<file path="src/rtl/uart_tx.sv">
// uart_tx: async-serial transmitter draining a show-ahead FIFO, LSB first.
// Define UART_TX_PARITY_EN to insert an even-parity bit between data and stop.
module uart_tx #(
  parameter int WIDTH  = 8,
  parameter int CLKDIV = 16
) (
  input  logic             clk,
  input  logic             reset,
  input  logic             fifo_empty,
  input  logic [WIDTH-1:0] fifo_rdata,
  output logic             fifo_read,
  output logic             txd,
  output logic             busy
);

  localparam int DW = (CLKDIV > 1) ? $clog2(CLKDIV) : 1;
  localparam int BW = (WIDTH > 1) ? $clog2(WIDTH) : 1;

`ifdef UART_TX_PARITY_EN
  typedef enum logic [2:0] {IDLE, START, DATA, PARITY, STOP} state_t;
`else
  typedef enum logic [1:0] {IDLE, START, DATA, STOP} state_t;
`endif

  state_t           r_state, w_state;
  logic [DW-1:0]    r_div, w_div;
  logic [BW-1:0]    r_bit, w_bit;
  logic [WIDTH-1:0] r_shift, w_shift;
  logic             r_read, w_read;
  logic             r_txd, w_txd;
  logic             r_busy, w_busy;
  logic             w_load;
  logic             w_div_last;
  logic             w_bit_last;
`ifdef UART_TX_PARITY_EN
  logic             r_par, w_par;
`endif

  assign w_div_last = (r_div == DW'(CLKDIV - 1));
  assign w_bit_last = (r_bit == BW'(WIDTH - 1));

  // next state, datapath and the registered-output values they imply
  always_comb begin
    w_state = r_state;
    w_div   = r_div;
    w_bit   = r_bit;
    w_shift = r_shift;
    w_load  = 1'b0;
    w_txd   = 1'b1;
    if (r_state != IDLE)
      w_div = w_div_last ? '0 : r_div + DW'(1);
    case (r_state)
      IDLE: w_load = !fifo_empty;
      START: begin
        if (w_div_last) begin
          w_state = DATA;
          w_bit   = '0;
        end
      end
      DATA: begin
        if (w_div_last) begin
          w_shift = r_shift >> 1;
          w_bit   = r_bit + BW'(1);
          if (w_bit_last) begin
            w_bit   = '0;
`ifdef UART_TX_PARITY_EN
            w_state = PARITY;
`else
            w_state = STOP;
`endif
          end
        end
      end
`ifdef UART_TX_PARITY_EN
      PARITY: begin
        if (w_div_last)
          w_state = STOP;
      end
`endif
      STOP: begin
        if (w_div_last) begin
          if (!fifo_empty)
            w_load = 1'b1;
          else
            w_state = IDLE;
        end
      end
      default: w_state = IDLE;
    endcase
    // latching the head word and popping it happen on the same edge
    if (w_load) begin
      w_state = START;
      w_div   = '0;
      w_shift = fifo_rdata;
    end
`ifdef UART_TX_PARITY_EN
    w_par = w_load ? ^fifo_rdata : r_par;
`endif
    case (w_state)
      START:   w_txd = 1'b0;
      DATA:    w_txd = w_shift[0];
`ifdef UART_TX_PARITY_EN
      PARITY:  w_txd = w_par;
`endif
      default: w_txd = 1'b1;
    endcase
    w_read = w_load;
    w_busy = (w_state != IDLE);
  end

  // state and output registers; reset aborts any frame in flight
  always_ff @(posedge clk or posedge reset) begin
    if (reset) begin
      r_state <= IDLE;
      r_div   <= '0;
      r_bit   <= '0;
      r_shift <= '0;
      r_read  <= 1'b0;
      r_txd   <= 1'b1;
      r_busy  <= 1'b0;
`ifdef UART_TX_PARITY_EN
      r_par   <= 1'b0;
`endif
    end else begin
      r_state <= w_state;
      r_div   <= w_div;
      r_bit   <= w_bit;
      r_shift <= w_shift;
      r_read  <= w_read;
      r_txd   <= w_txd;
      r_busy  <= w_busy;
`ifdef UART_TX_PARITY_EN
      r_par   <= w_par;
`endif
    end
  end

  assign fifo_read = r_read;
  assign txd       = r_txd;
  assign busy      = r_busy;

endmodule

</file>
<file path="config.mk">
export PLATFORM = sky130hd
export DESIGN_NAME = uart_tx
export DESIGN_NICKNAME = d
export VERILOG_FILES = /design/src/rtl/uart_tx.sv
export SDC_FILE = /design/constraint.sdc
export NUM_CORES = 1
export LEC_CHECK = 0
export BUFFER_PORTS_ARGS = -buffer_cell sky130_fd_sc_hd__buf_2
export CAP_MARGIN = 20
export CORE_MARGIN = 1.5
export CORE_UTILIZATION = 55
export CTS_BUF_LIST = sky130_fd_sc_hd__clkbuf_8
export CTS_CLUSTER_SIZE = 25
export DETAILED_ROUTE_END_ITERATION = 8
export PLACE_DENSITY_LB_ADDON = 0.2
export SYNTH_ARGS = -nofsm -noshare
export SYNTH_HDL_FRONTEND = slang
export SYNTH_SLANG_ARGS = --single-unit
export TNS_END_PERCENT = 1
</file>
<file path="constraint.sdc">
create_clock -name clk -period 2.1 [get_ports clk]
set_input_delay 0.42 -clock clk [delete_from_list [all_inputs] [get_ports clk]]
set_output_delay 0.42 -clock clk [all_outputs]
set_load 0.005 [all_outputs]
</file>
# [Word-level counts from Yosys, hierarchy flattened]
# Index checks and enable logic that the tools add are counted.
[word_totals] latchBits=0 out_inout_bits=3 memories=0 input_bits=11 rom_bits=0 word_cells=50 register_bits=20 ram_bits=0
[op_classes] n_lt_le_gt_ge=0 n_mul=0 n_div=0 addsub=2 reduce_logical=10 muxes=21 eq_ne=9 shifts=0 bitwise_logic=0
[op_table] cell="8-bit 2-to-1 mux" n=3
[op_table] cell="2-bit 2-to-1 mux" n=6
[op_table] cell="4-bit 2-to-1 mux" n=3
[op_table] cell="2-bit nonzero test" n=6
[op_table] cell="3-bit 2-to-1 mux" n=3
[op_table] cell="2-bit == test (second input constant)" n=3
[op_table] cell="2-bit one-hot mux with 3 select lines" n=1
[op_table] cell="3-bit one-hot mux with 2 select lines" n=1
[op_table] cell="4-bit by 1-bit adder with 4-bit output (second input constant)" n=1
[op_table] cell="2-bit by 1-bit == test with 1-bit output (second input constant)" n=2
[op_table] cell="4-bit == test (second input constant)" n=1
[op_table] cell="2-bit != test (second input constant)" n=2
[op_table] cell="1-bit one-hot mux with 2 select lines" n=2
[op_table] cell="3-bit by 1-bit adder with 3-bit output (second input constant)" n=1
[op_table] cell="3-bit == test (second input constant)" n=1
[op_table] cell="3-bit AND reduction" n=1
[op_table] cell="2-bit zero test" n=1
[op_table] cell="1-bit 2-to-1 mux" n=2
[op_table] cell="2-bit AND reduction" n=1
[op_table] cell="1-bit zero test" n=1

# [Longest topological paths before layout]
# Gate-level depths: netlist of run 1.
[logic_depth] word_depth=7 mapped_depth=8 ltp_nobuf=7

# [Worst setup path after synthesis of run 1]
# Ideal clock, no wire load.
[synth_path] path_kind="flip-flop to flip-flop" startpoint="register r_state[0]" endpoint="register r_txd (netlist: txd)" setup_time_ps=89 required_time_ps=2011 n_path_buf=1 arrival_time_ps=1654 path_stages_with_launch=8 path_slack_ps=357 path_cell_list="dfrtp_1 inv_1 ha_1 clkbuf_2 nor2b_1 a221o_1 or2_0 a211oi_1"
[synth_via] elab_chain_cells=6 elab_cells_between_ends=17 cone_classes="eq/ne (5); mux (11); reduce/logical (1)"
[synth_rtl] item="start: declaration" line_no="25" source="state_t r_state, w_state;"
[synth_rtl] item="start signal: assignment" line_no="125" source="r_state <= w_state;"
[synth_rtl] item="2-bit 2-to-1 mux (on tied branches)" line_no="82, 64"
[synth_rtl] item="2-bit 2-to-1 mux (on tied branches)" line_no="81, 61"
[synth_rtl] item="2-bit one-hot mux with 3 select lines" line_no="52" source="case (r_state)"
[synth_rtl] item="2-bit 2-to-1 mux" line_no="91" source="if (w_load) begin"
[synth_rtl] item="2-bit == test or 2-bit by 1-bit == test with 1-bit output (tied branches)" line_no="99" source="case (w_state)"
[synth_rtl] item="1-bit one-hot mux with 2 select lines (*)" line_no="99"
[synth_rtl] item="named net w_txd" line_no="30" source="logic r_txd, w_txd;"
[synth_rtl] item="end signal: assignment" line_no="130" source="r_txd <= w_txd;"
[synth_rtl] item="end: declaration" line_no="30"
# Mark *: on every way through the listed nets, which the timed path passes. The rest lies on a longest branch. The select of a mux whose other input is x is not followed.
# A chain may end at the register's enable or synchronous reset.

# [Worst setup path after layout of run 1]
# Ends and elaborated chain as after synthesis.

==> results of run 1 <==
## metrics by stage
step           util, %  hold WS, ps  instance area (µm²)
2_1_floorplan        -        383.1                 1105
4_1_cts          65.30        314.3                 1255
3_5_place_dp     61.59        491.5                 1184
5_1_grt          65.30        367.7                 1255
3_3_place_gp     61.59        488.5                 1184
6_report         65.30        283.5                 1255
## power groups by stage
stage               logic (µW)  clock network [µW]  registers, µW
finish                     549                 384            645
global route               635                 407            664
CTS                        553                 392            644
detailed placement         544                   0            652
global placement           520                   0            642
floorplan                  435                   0            629
## logic make-up (layout without fill, tap and decap cells)
group | after synthesis | after routing | share of synthesized area [%]
AND/OR/NAND/NOR | 30 | 30 | 15.63
adder cells (fa/ha/maj) | 8 | 8 | 9.060
AO/OA/AOI/OAI | 27 | 27 | 16.42
buffers and inverters | 8 | 23 | 4.302
multiplexers | 9 | 9 | 8.381
flip-flops | 20 | 20 | 45.41
XOR/XNOR | 1 | 1 | 0.7929
## layout by cell type, fill, tap and decap left out, types with 2 or more instances in the layout
cell	synthesis	layout
mux2i_1	7	7
o31ai_1	3	3
inv_1	4	4
a211oi_1	2	2
and3b_1	2	2
a32o_1	2	2
o21ai_0	12	12
nand2_1	10	10
nor2b_1	3	3
dfrtp_1	19	19
nor2_1	7	7
nand3_1	2	2
mux2_2	2	2
ha_1	8	8
clkbuf_8	0	3
buf_2	0	13
## critical path: cells and delay by family, from the launching register on
kind | cells | cell delay [ps]
compound gates | 2 | 500
flops | 1 | 470
simple gates | 2 | 400
fa+ha+maj | 1 | 320
buf+inv | 1 | 130
## flip-flops by register name, indices dropped and copies added (netlist names)
register,count
busy,1
fifo_read,1
r_bit,3
r_div,4
r_shift,8
r_state,2
txd,1
## worst min-delay path by stage
| stage | startpoint | endpoint | slack [ps] | depth (start not counted) |
|---|---|---|---|---|
| after floorplan | reset | busy | 380 | 1 |
| after global placement | r_bit[0] | r_bit[0] | 490 | 1 |
| after detailed placement | r_shift[7] | r_shift[7] | 490 | 2 |
| after CTS | reset | r_shift[1] | 310 | 2 |
| after global routing | fifo_rdata[7] | r_shift[7] | 370 | 3 |
| final | reset | r_shift[1] | 280 | 2 |
## routing by layer
layer | share of wire [%] | wire length (µm)
met1 | 45 | 909
met2 | 50 | 993
met3 | 3.4 | 68
met4 | 1.4 | 28
met5 | 0 | 0
## area by class of cell
| cell class | instances | area [µm²] | share of cell area (%) |
|---|---|---|---|
| Clock buffer | 3 | 41.29 | 3.290 |
| Timing Repair Buffer | 14 | 72.57 | 5.783 |
| Multi-Input combinational cell | 75 | 555.5 | 44.27 |
| Tap cell | 27 | 33.78 | 2.692 |
| Inverter | 5 | 20.02 | 1.595 |
| Sequential cell | 20 | 501.7 | 39.98 |
| Clock inverter | 1 | 30.03 | 2.393 |
==> flow_metrics.tcl, run 1 <==
set metrics [dict create \
    worstHoldPathType "in -> async" \
    power_frac_comb_pct 34.8 \
    dp_slack_ps 247.6 \
    cts_hold_buffers 0 \
    post_cts_buffers 0 \
    grt_pass1_wl_mm 3.111 \
    numPortBuffers 13 \
    clockRootBuffer "clkbuf_8" \
    drt_iter0_drc 24 \
    synthArstFlopShare_pct 100.0 \
    top_level_ports 14 \
    switching_share_pct 33.86 \
    fin_tns_setup_ps 0 \
    seq_area_frac_synth_pct 45.41 \
    grt_pass1_vias 723 \
    p_seq_share_pct 40.9 \
    first_pass_iters 4 \
    postSynthAreaPerCell_um2 10.73 \
    drive_above_1_share_pct 22.03 \
    worstPathRequired_ps 2280 \
    use_met3_pct 4.906 \
    cp-end-kind "flop" \
    routed_via_density 5.579 \
    cts_tree "done" \
    cp_max_fo 8 \
    synth_area_leaders "dfrtp_1, ha_1, mux2i_1, o21ai_0, nand2_1" \
    gr-max-usage-layer "met2" \
    status "finished clean" \
    clk_pin_slew_worst_paths_ps 80 \
    vias 809 \
    cts_sinks 20 \
    grt_max_degree 21 \
    syn_inst 103 \
    synth_area_um2 1105 \
    final_nets 138 \
    power_density_nw_per_um2 1257 \
    nFillCells 158 \
    drc 0 \
    ys_ff_latch 20 \
    fp.coreArea_um2 1922 \
    rr_startpoint "r_state[0]" \
    synth_most_common_cell "dfrtp_1" \
    yosysUniqueCellTypes 33 \
    cts_resized 0 \
    tightest_slew_ps 755.7 \
    rsz0062_at_grt "no" \
    rr_worst_depth 6 \
    power_uw 1578 \
    ir_drop_v 0.0008490 \
    crit_path_end "txd" \
    setup_violations 0 \
    wl_per_cell_um 13.79 \
    regToRegSetupSlack_ps 210 \
    ctsHtreeMaxLevel 1 \
    synth_commonest_cells "dfrtp_1, o21ai_0, nand2_1" \
    p_sw_uw 534.3 \
    fp.dieArea_um2 2287 \
    arrival_ps 2060 \
    ant_nets 0 \
    cts_buffer_depth 2 \
    yosysTopAreaCellShare_pct 43.04 \
    worstSetupPathType "reg -> reg" \
    syn2layout_area_growth_pct 13.59 \
    clockPowerShare_pct 24.3 \
    cellInternalPower_uw 1044 \
    die_h_um 47.82 \
    antenna_found_initial 0 \
    p_leak_uw 0.0006462 \
    syn-num-nets 122 \
    row_count 16 \
    yosys_warnings 0 \
    grt.total_usage_pct 19.88 \
    path_cells "inv_1 -> ha_1 -> nor2b_1 -> a221o_1 -> or2_0 -> a211oi_1" \
    setup.worst_path.start_class "flop" \
    antenna_cells 0 \
    synth_top_flop_cell "dfrtp_1" \
    relSlewSlack_pct 49.56 \
    max_freq_mhz 529.8 \
    numCtsBuffers 3 \
    synth-edff-count 0 \
    cpPeakStageDelay_ps 470 \
    initial_core_util_pct 57.49 \
    clk_latency_ps 260 \
    dp.cells 141 \
    crit_path_top_delay_cell "dfrtp_1" \
    finalHoldViolCount 0 \
    instances_no_fill 145 \
    setup_ws_ps 212.6 \
    period_minus_slack_ps 1887 \
    grt_util_met1_pct 25.77 \
    max_cap_viol_count 0 \
    drt-total-wl_mm 2.000 \
    slew_violations 0 \
    crit_start "r_state[0]" \
    gp_congestion 0.8590 \
    met2_usage_pct 30.93 \
    grt_overflow 0 \
    min_period_over_period_pct 89.88 \
    fin_skew_ps 5.366 \
    yosys.area.top_type "dfrtp_1" \
    r2r_end "txd" \
    die_w_um 47.82 \
]
Note: power is estimated with default switching activity, not from simulation.
==> run 2, diff against run 1 <==
--- a/config.mk
+++ b/config.mk
@@ -8,7 +8,7 @@
 export BUFFER_PORTS_ARGS = -buffer_cell sky130_fd_sc_hd__buf_2
 export CAP_MARGIN = 20
 export CORE_MARGIN = 1.5
-export CORE_UTILIZATION = 55
+export CORE_UTILIZATION = 53
 export CTS_BUF_LIST = sky130_fd_sc_hd__clkbuf_8
 export CTS_CLUSTER_SIZE = 25
 export DETAILED_ROUTE_END_ITERATION = 8
==> constraint.sdc (replaced) <==
create_clock -name clk -period 1.6 [get_ports clk]
set_input_delay 0.32 -clock clk [delete_from_list [all_inputs] [get_ports clk]]
set_output_delay 0.32 -clock clk [all_outputs]
set_load 0.005 [all_outputs]
==> run 2 against run 1 <==
  * The flow now finishes with violations (negative setup slack)
  * First-iteration DRC count grew 17%
  * Combinational power grew 120%
  * Clock power grew 34%
  * Die area grew 3.5%
  * Clock skew shrank 2.7 ps
==> flow_metrics.tcl, run 2 (same netlist as run 1, synthesis figures left out) <==
set metrics [dict create \
    status "finished, violations left" \
    violations "negative setup slack" \
    gp_congestion 0.8119 \
    antenna_found_initial 0 \
    grt_max_degree 19 \
    fin_skew_ps 2.703 \
    relSlewSlack_pct 77.08 \
    initial_core_util_pct 56.31 \
    hold_path_end "r_shift[7]" \
    reg_top3 "r_shift: 8 flops, r_div: 4 flops, r_bit: 3 flops" \
    max_freq_mhz 596.1 \
    cp_max_fo 4 \
    regToRegSetupSlack_ps -80 \
    cts_tree "done" \
    power_frac_comb_pct 46.6 \
    place_area_um2 1299 \
    switching_share_pct 34.89 \
    setup_ws_ps -77.51 \
    grt.total_usage_pct 25.32 \
    largest_register "r_shift" \
    arrival_ps 1830 \
    clk_pin_slew_worst_paths_ps 80 \
    clockPowerShare_pct 20.0 \
    tightest_slew_ps 340.2 \
    rr_startpoint "r_state[1]" \
    ir_drop_v 0.001160 \
    top_level_ports 14 \
    cp-end-kind "flop" \
    numPortBuffers 13 \
    crit_family "simple AND/OR/NAND/NOR gates" \
    dp_slack_ps -202.4 \
    first_pass_iters 4 \
    utilization_pct 77.30 \
    dp.cells 156 \
    rsz0062_at_grt "yes" \
    worstHoldPathType "in -> reg" \
    cts_buffer_depth 2 \
    wl_per_cell_um 16.08 \
    rr_worst_depth 5 \
    p_seq_share_pct 33.4 \
    drive_above_1_share_pct 42.45 \
    finalHoldViolCount 0 \
    slew_violations 0 \
    drt-total-wl_mm 2.669 \
    drc 0 \
    syn2layout_area_growth_pct 37.26 \
    min_period_over_period_pct 104.8 \
    numCtsBuffers 3 \
    layout_commonest_cell "buf_4" \
    grt_pass1_vias 983 \
    clockRootBuffer "clkbuf_8" \
    vias 963 \
    worstSetupPathType "reg -> reg" \
    routed_via_density 5.801 \
    setup.worst_path.start_class "flop" \
    p_sw_uw 895.8 \
    setup_violations 5 \
    ctsHtreeMaxLevel 1 \
    r2r_end "r_shift[0]" \
    antenna_cells 0 \
    grt_pass1_wl_mm 4.422 \
    max_cap_viol_count 0 \
    fp.dieArea_um2 2367 \
    cts_sinks 20 \
    p_leak_uw 0.0007594 \
    largest_reg_flops 8 \
    cpPeakStageDelay_ps 420 \
    period_minus_slack_ps 1678 \
    fin_area_um2 1516 \
    instances_no_fill 166 \
    ant_nets 0 \
    drt_iter0_drc 28 \
    die_h_um 48.66 \
    cellInternalPower_uw 1672 \
    fp.coreArea_um2 1962 \
    final_nets 159 \
    cp_num_buf_inv 1 \
    power_density_nw_per_um2 1693 \
    crit_path_top_delay_cell "or3_4" \
    min_path_cells 3 \
    hold_start "fifo_rdata[7]" \
    die_w_um 48.66 \
    worstPathRequired_ps 1750 \
    clk_latency_ps 260 \
    mostFrequentLayoutCells "buf_4, dfrtp_1, buf_2" \
    grt_overflow 0 \
    place_hpwl_mm 1.769 \
    row_count 16 \
    path_cells "buf_6 -> ha_2 -> a41oi_1 -> or3_4 -> mux2_2" \
]
==> run 2: per-stage QoR <==
stage	hold slack, ps	total power [µW]	setup TNS, ps
2_1_floorplan	283.1	1405	-150.5
3_3_place_gp	201.9	1703	-240.9
3_5_place_dp	208.7	1777	-1169
4_1_cts	247.4	2517	-84.09
5_1_grt	264.8	2728	-846.2
6_report	251.2	2567	-178.4
==> run 2: worst max path at each step <==
stage                from         end  cells after the start
3_5_place_dp   r_state[1]         txd                      6
2_1_floorplan  r_state[0]         txd                      7
5_1_grt        r_state[1]  r_shift[0]                      5
6_report       r_state[1]  r_shift[0]                      5
4_1_cts          r_div[1]         txd                      5
3_3_place_gp   r_state[1]         txd                      6
==> run 2: final cells by class <==
class,count,area (µm²)
repair buffers,35,236.5
inverters,5,33.78
well taps,27,33.78
clock inverters,1,30.03
fillers,142,445.4
clock buffers,3,41.29
flip-flops and latches,20,503.0
multi-input cells,75,638.1
==> run 2: tightest hold or removal path, cell delays in order <==
cell	delay, ps
buf_2	80
nand2_1	40
nand2_1	50
==> run 2: what timing repair did <==
item | CTS | global route
hold endpoints to repair | 3 | 0
endpoints found under the setup margin | 15 | 14
gates resized for setup | 20 | 2
setup buffers | 5 | 0
pin swaps | 3 | 1
hold buffers | 1 | 0
==> run 2: power by group through the flow <==
stage	Sequential [µW]	Clock, µW	Combinational (µW)
after CTS	846	521	1150
after global placement	821	0	883
after detailed placement	840	0	937
final	858	514	1200
after global routing	872	547	1310
after floorplan	827	0	577
==> run 2: metal layers <==
metal  routed length (µm)  vias to the layer above  GRT usage, %  part of all wire (%)
met5                    0                        -             0                     0
met2                 1420                       25         45.21                    53
met1                 1080                      477         28.31                    40
li1                     -                      450             -                     -
met3                   74                       11         3.704                   2.8
met4                   93                        0         15.24                   3.5
==> run 3, diff against run 2 <==
--- a/config.mk
+++ b/config.mk
@@ -7,12 +7,12 @@
 export LEC_CHECK = 0
 export BUFFER_PORTS_ARGS = -buffer_cell sky130_fd_sc_hd__buf_2
 export CAP_MARGIN = 20
-export CORE_MARGIN = 1.5
-export CORE_UTILIZATION = 53
+export CORE_UTILIZATION = 55
 export CTS_BUF_LIST = sky130_fd_sc_hd__clkbuf_8
 export CTS_CLUSTER_SIZE = 25
 export DETAILED_ROUTE_END_ITERATION = 8
 export PLACE_DENSITY_LB_ADDON = 0.2
+export SLEW_MARGIN = 20
 export SYNTH_ARGS = -nofsm -noshare
 export SYNTH_HDL_FRONTEND = slang
 export SYNTH_SLANG_ARGS = --single-unit
==> constraint.sdc (replaced) <==
create_clock -name clk -period 1.73 [get_ports clk]
set_input_delay 0.346 -clock clk [delete_from_list [all_inputs] [get_ports clk]]
set_output_delay 0.346 -clock clk [all_outputs]
set_load 0.005 [all_outputs]
==> run 3 against run 2 <==
  * The run now ends clean
  * Non-clock buffer count is 13 lower
  * Critical path depth decreased by 1
  * Clock-buffer cell count unchanged
  * Sequential share of layout area grew 4.4 points
  * Utilization is 2.9 points lower
  * Fmax fell by 0.52%
  * Cell count is 9.0% lower
  * Cell area is 12% lower
  * Global-route usage is 3.3 points lower
  * Critical path type unchanged
  * Largest power group unchanged
==> flow_metrics.tcl, run 3 (same netlist as run 1, synthesis figures left out) <==
set metrics [dict create \
    met2_usage_pct 35.83 \
    setup_ws_ps 43.65 \
    drive_above_1_share_pct 33.33 \
    row_count 15 \
    largest_register "r_shift" \
    cts_buffer_depth 2 \
    initial_core_util_pct 61.32 \
    mostFrequentLayoutCells "dfrtp_1, buf_2, nand2_1, o21ai_0, buf_4" \
    fp.dieArea_um2 2192 \
    fin_skew_ps 1.931 \
    max_cap_viol_count 0 \
    worstSetupPathType "reg -> reg" \
    numCtsBuffers 3 \
    p_seq_share_pct 38.3 \
    drt_iter0_drc 4 \
    die_w_um 46.82 \
    arrival_ps 1840 \
    grt_overflow 0 \
    setup_violations 0 \
    p_leak_uw 0.0006816 \
    finalHoldViolCount 0 \
    crit_start "r_state[0]" \
    antenna_cells 0 \
    relSlewSlack_pct 79.13 \
    grt_pass1_vias 763 \
    first_pass_iters 4 \
    worstPathRequired_ps 1880 \
    vias 850 \
    min_period_over_period_pct 97.48 \
    max_freq_mhz 593.0 \
    tightest_slew_ps 309.7 \
    clockRootBuffer "clkbuf_8" \
    clk_latency_ps 260 \
    routed_via_density 5.629 \
    ant_nets 0 \
    rr_startpoint "r_state[0]" \
    place_hpwl_mm 1.551 \
    drt-total-wl_mm 2.094 \
    reg_top3 "r_shift: 8 flops, r_div: 4 flops, r_bit: 3 flops" \
    slew_violations 0 \
    setup.worst_path.start_class "flop" \
    gr-max-usage-layer "met2" \
    clockPowerShare_pct 23.0 \
    power_density_nw_per_um2 1520 \
    cp-end-kind "flop" \
    use_met3_pct 2.308 \
    cts_sinks 20 \
    grt_max_degree 19 \
    cts_tree "done" \
    ir_drop_v 0.0009730 \
    largest_reg_flops 8 \
    top_level_ports 14 \
    antenna_found_initial 0 \
    dp_slack_ps -35.83 \
    drc 0 \
    syn2layout_area_growth_pct 21.40 \
    rsz0062_at_grt "yes" \
    grt_pass1_wl_mm 3.367 \
    clk_pin_slew_worst_paths_ps 80 \
    die_h_um 46.82 \
    ctsHtreeMaxLevel 1 \
    gp_congestion 0.7893 \
    cellInternalPower_uw 1353 \
    power_uw 2038 \
    grt_util_met1_pct 29.58 \
    fp.coreArea_um2 1802 \
    power_frac_comb_pct 38.7 \
    layout_commonest_cell "dfrtp_1" \
    cts_hold_buffers 0 \
    final_nets 146 \
    status "finished clean" \
    period_minus_slack_ps 1686 \
    grt.total_usage_pct 22.03 \
    numPortBuffers 13 \
    p_sw_uw 685.7 \
    cp_max_fo 7 \
    wl_per_cell_um 13.87 \
    worstHoldPathType "in -> async" \
    switching_share_pct 33.64 \
]
run 3: cell types whose count changed in the layout (fill, tap and decap cells not counted), sizes merged:
| cell | before | now |
|---|---|---|
| buf | 34 | 22 |
| clkinv | 1 | 0 |
| dlygate4sd3 | 1 | 0 |
| inv | 4 | 5 |
run 3: repair_timing:
item                       CTS  global route
setup endpoints to repair    4             9
resized for setup            3            10
setup buffers                1             1
run 3: layout make-up:
type | count | area [µm²]
Clock inverter | 1 | 30.03
Sequential cell | 20 | 504.2
Clock buffer | 3 | 41.29
Inverter | 5 | 26.28
Multi-Input combinational cell | 75 | 575.6
Fill cell | 151 | 460.4
Tap cell | 25 | 31.28
Timing Repair Buffer | 22 | 132.6
run 3: critical path, stage by stage (launching register included):
cell and delay [ps]:
dfrtp_2 430, inv_2 90, ha_1 340, or3_4 440, mux2_2 280
run 3: final timing paths:
| kind | end | slack [ps] | depth (start not counted) |
|---|---|---|---|
| setup reg to reg | r_shift[0] | 40 | 4 |
| min in group clk | r_shift[7] | 270 | 3 |
| max in group asynchronous | txd | 1190 | 3 |
| hold reg to reg | r_bit[0] | 500 | 1 |
| hold / removal | r_bit[0] | 7 | 2 |
| setup / recovery | r_shift[0] | 40 | 4 |
run 3: through the flow:
| step | TNS, ps | hold slack, ps | utilization [%] | cell area, µm² | std cells |
|---|---|---|---|---|---|
| floorplan | 0 | 309.1 | - | 1105 | 103 |
| global placement | 0 | 290.7 | 68.06 | 1226 | 145 |
| detailed placement | -55.19 | 301.3 | 68.06 | 1226 | 145 |
| CTS | 0 | 17.26 | 72.78 | 1311 | 150 |
| global route | -110.8 | 29.37 | 74.44 | 1341 | 151 |
| finish | 0 | 6.639 | 74.44 | 1341 | 151 |
run 3: power by group through the flow:
stage          registers [µW]  clock network (µW)  logic [µW]
6_report                  782                 468         788
5_1_grt                   804                 490         889
4_1_cts                   780                 477         734
3_5_place_dp              789                   0         715
3_3_place_gp              779                   0         685
2_1_floorplan             765                   0         529
run 3: routing by layer:
layer | wire (µm) | up-vias | share of wire [%]
li1 | - | 422 | -
met1 | 1001 | 410 | 48
met2 | 1033 | 14 | 49
met3 | 38 | 4 | 1.8
met4 | 21 | 0 | 1.0
met5 | 0 | - | 0
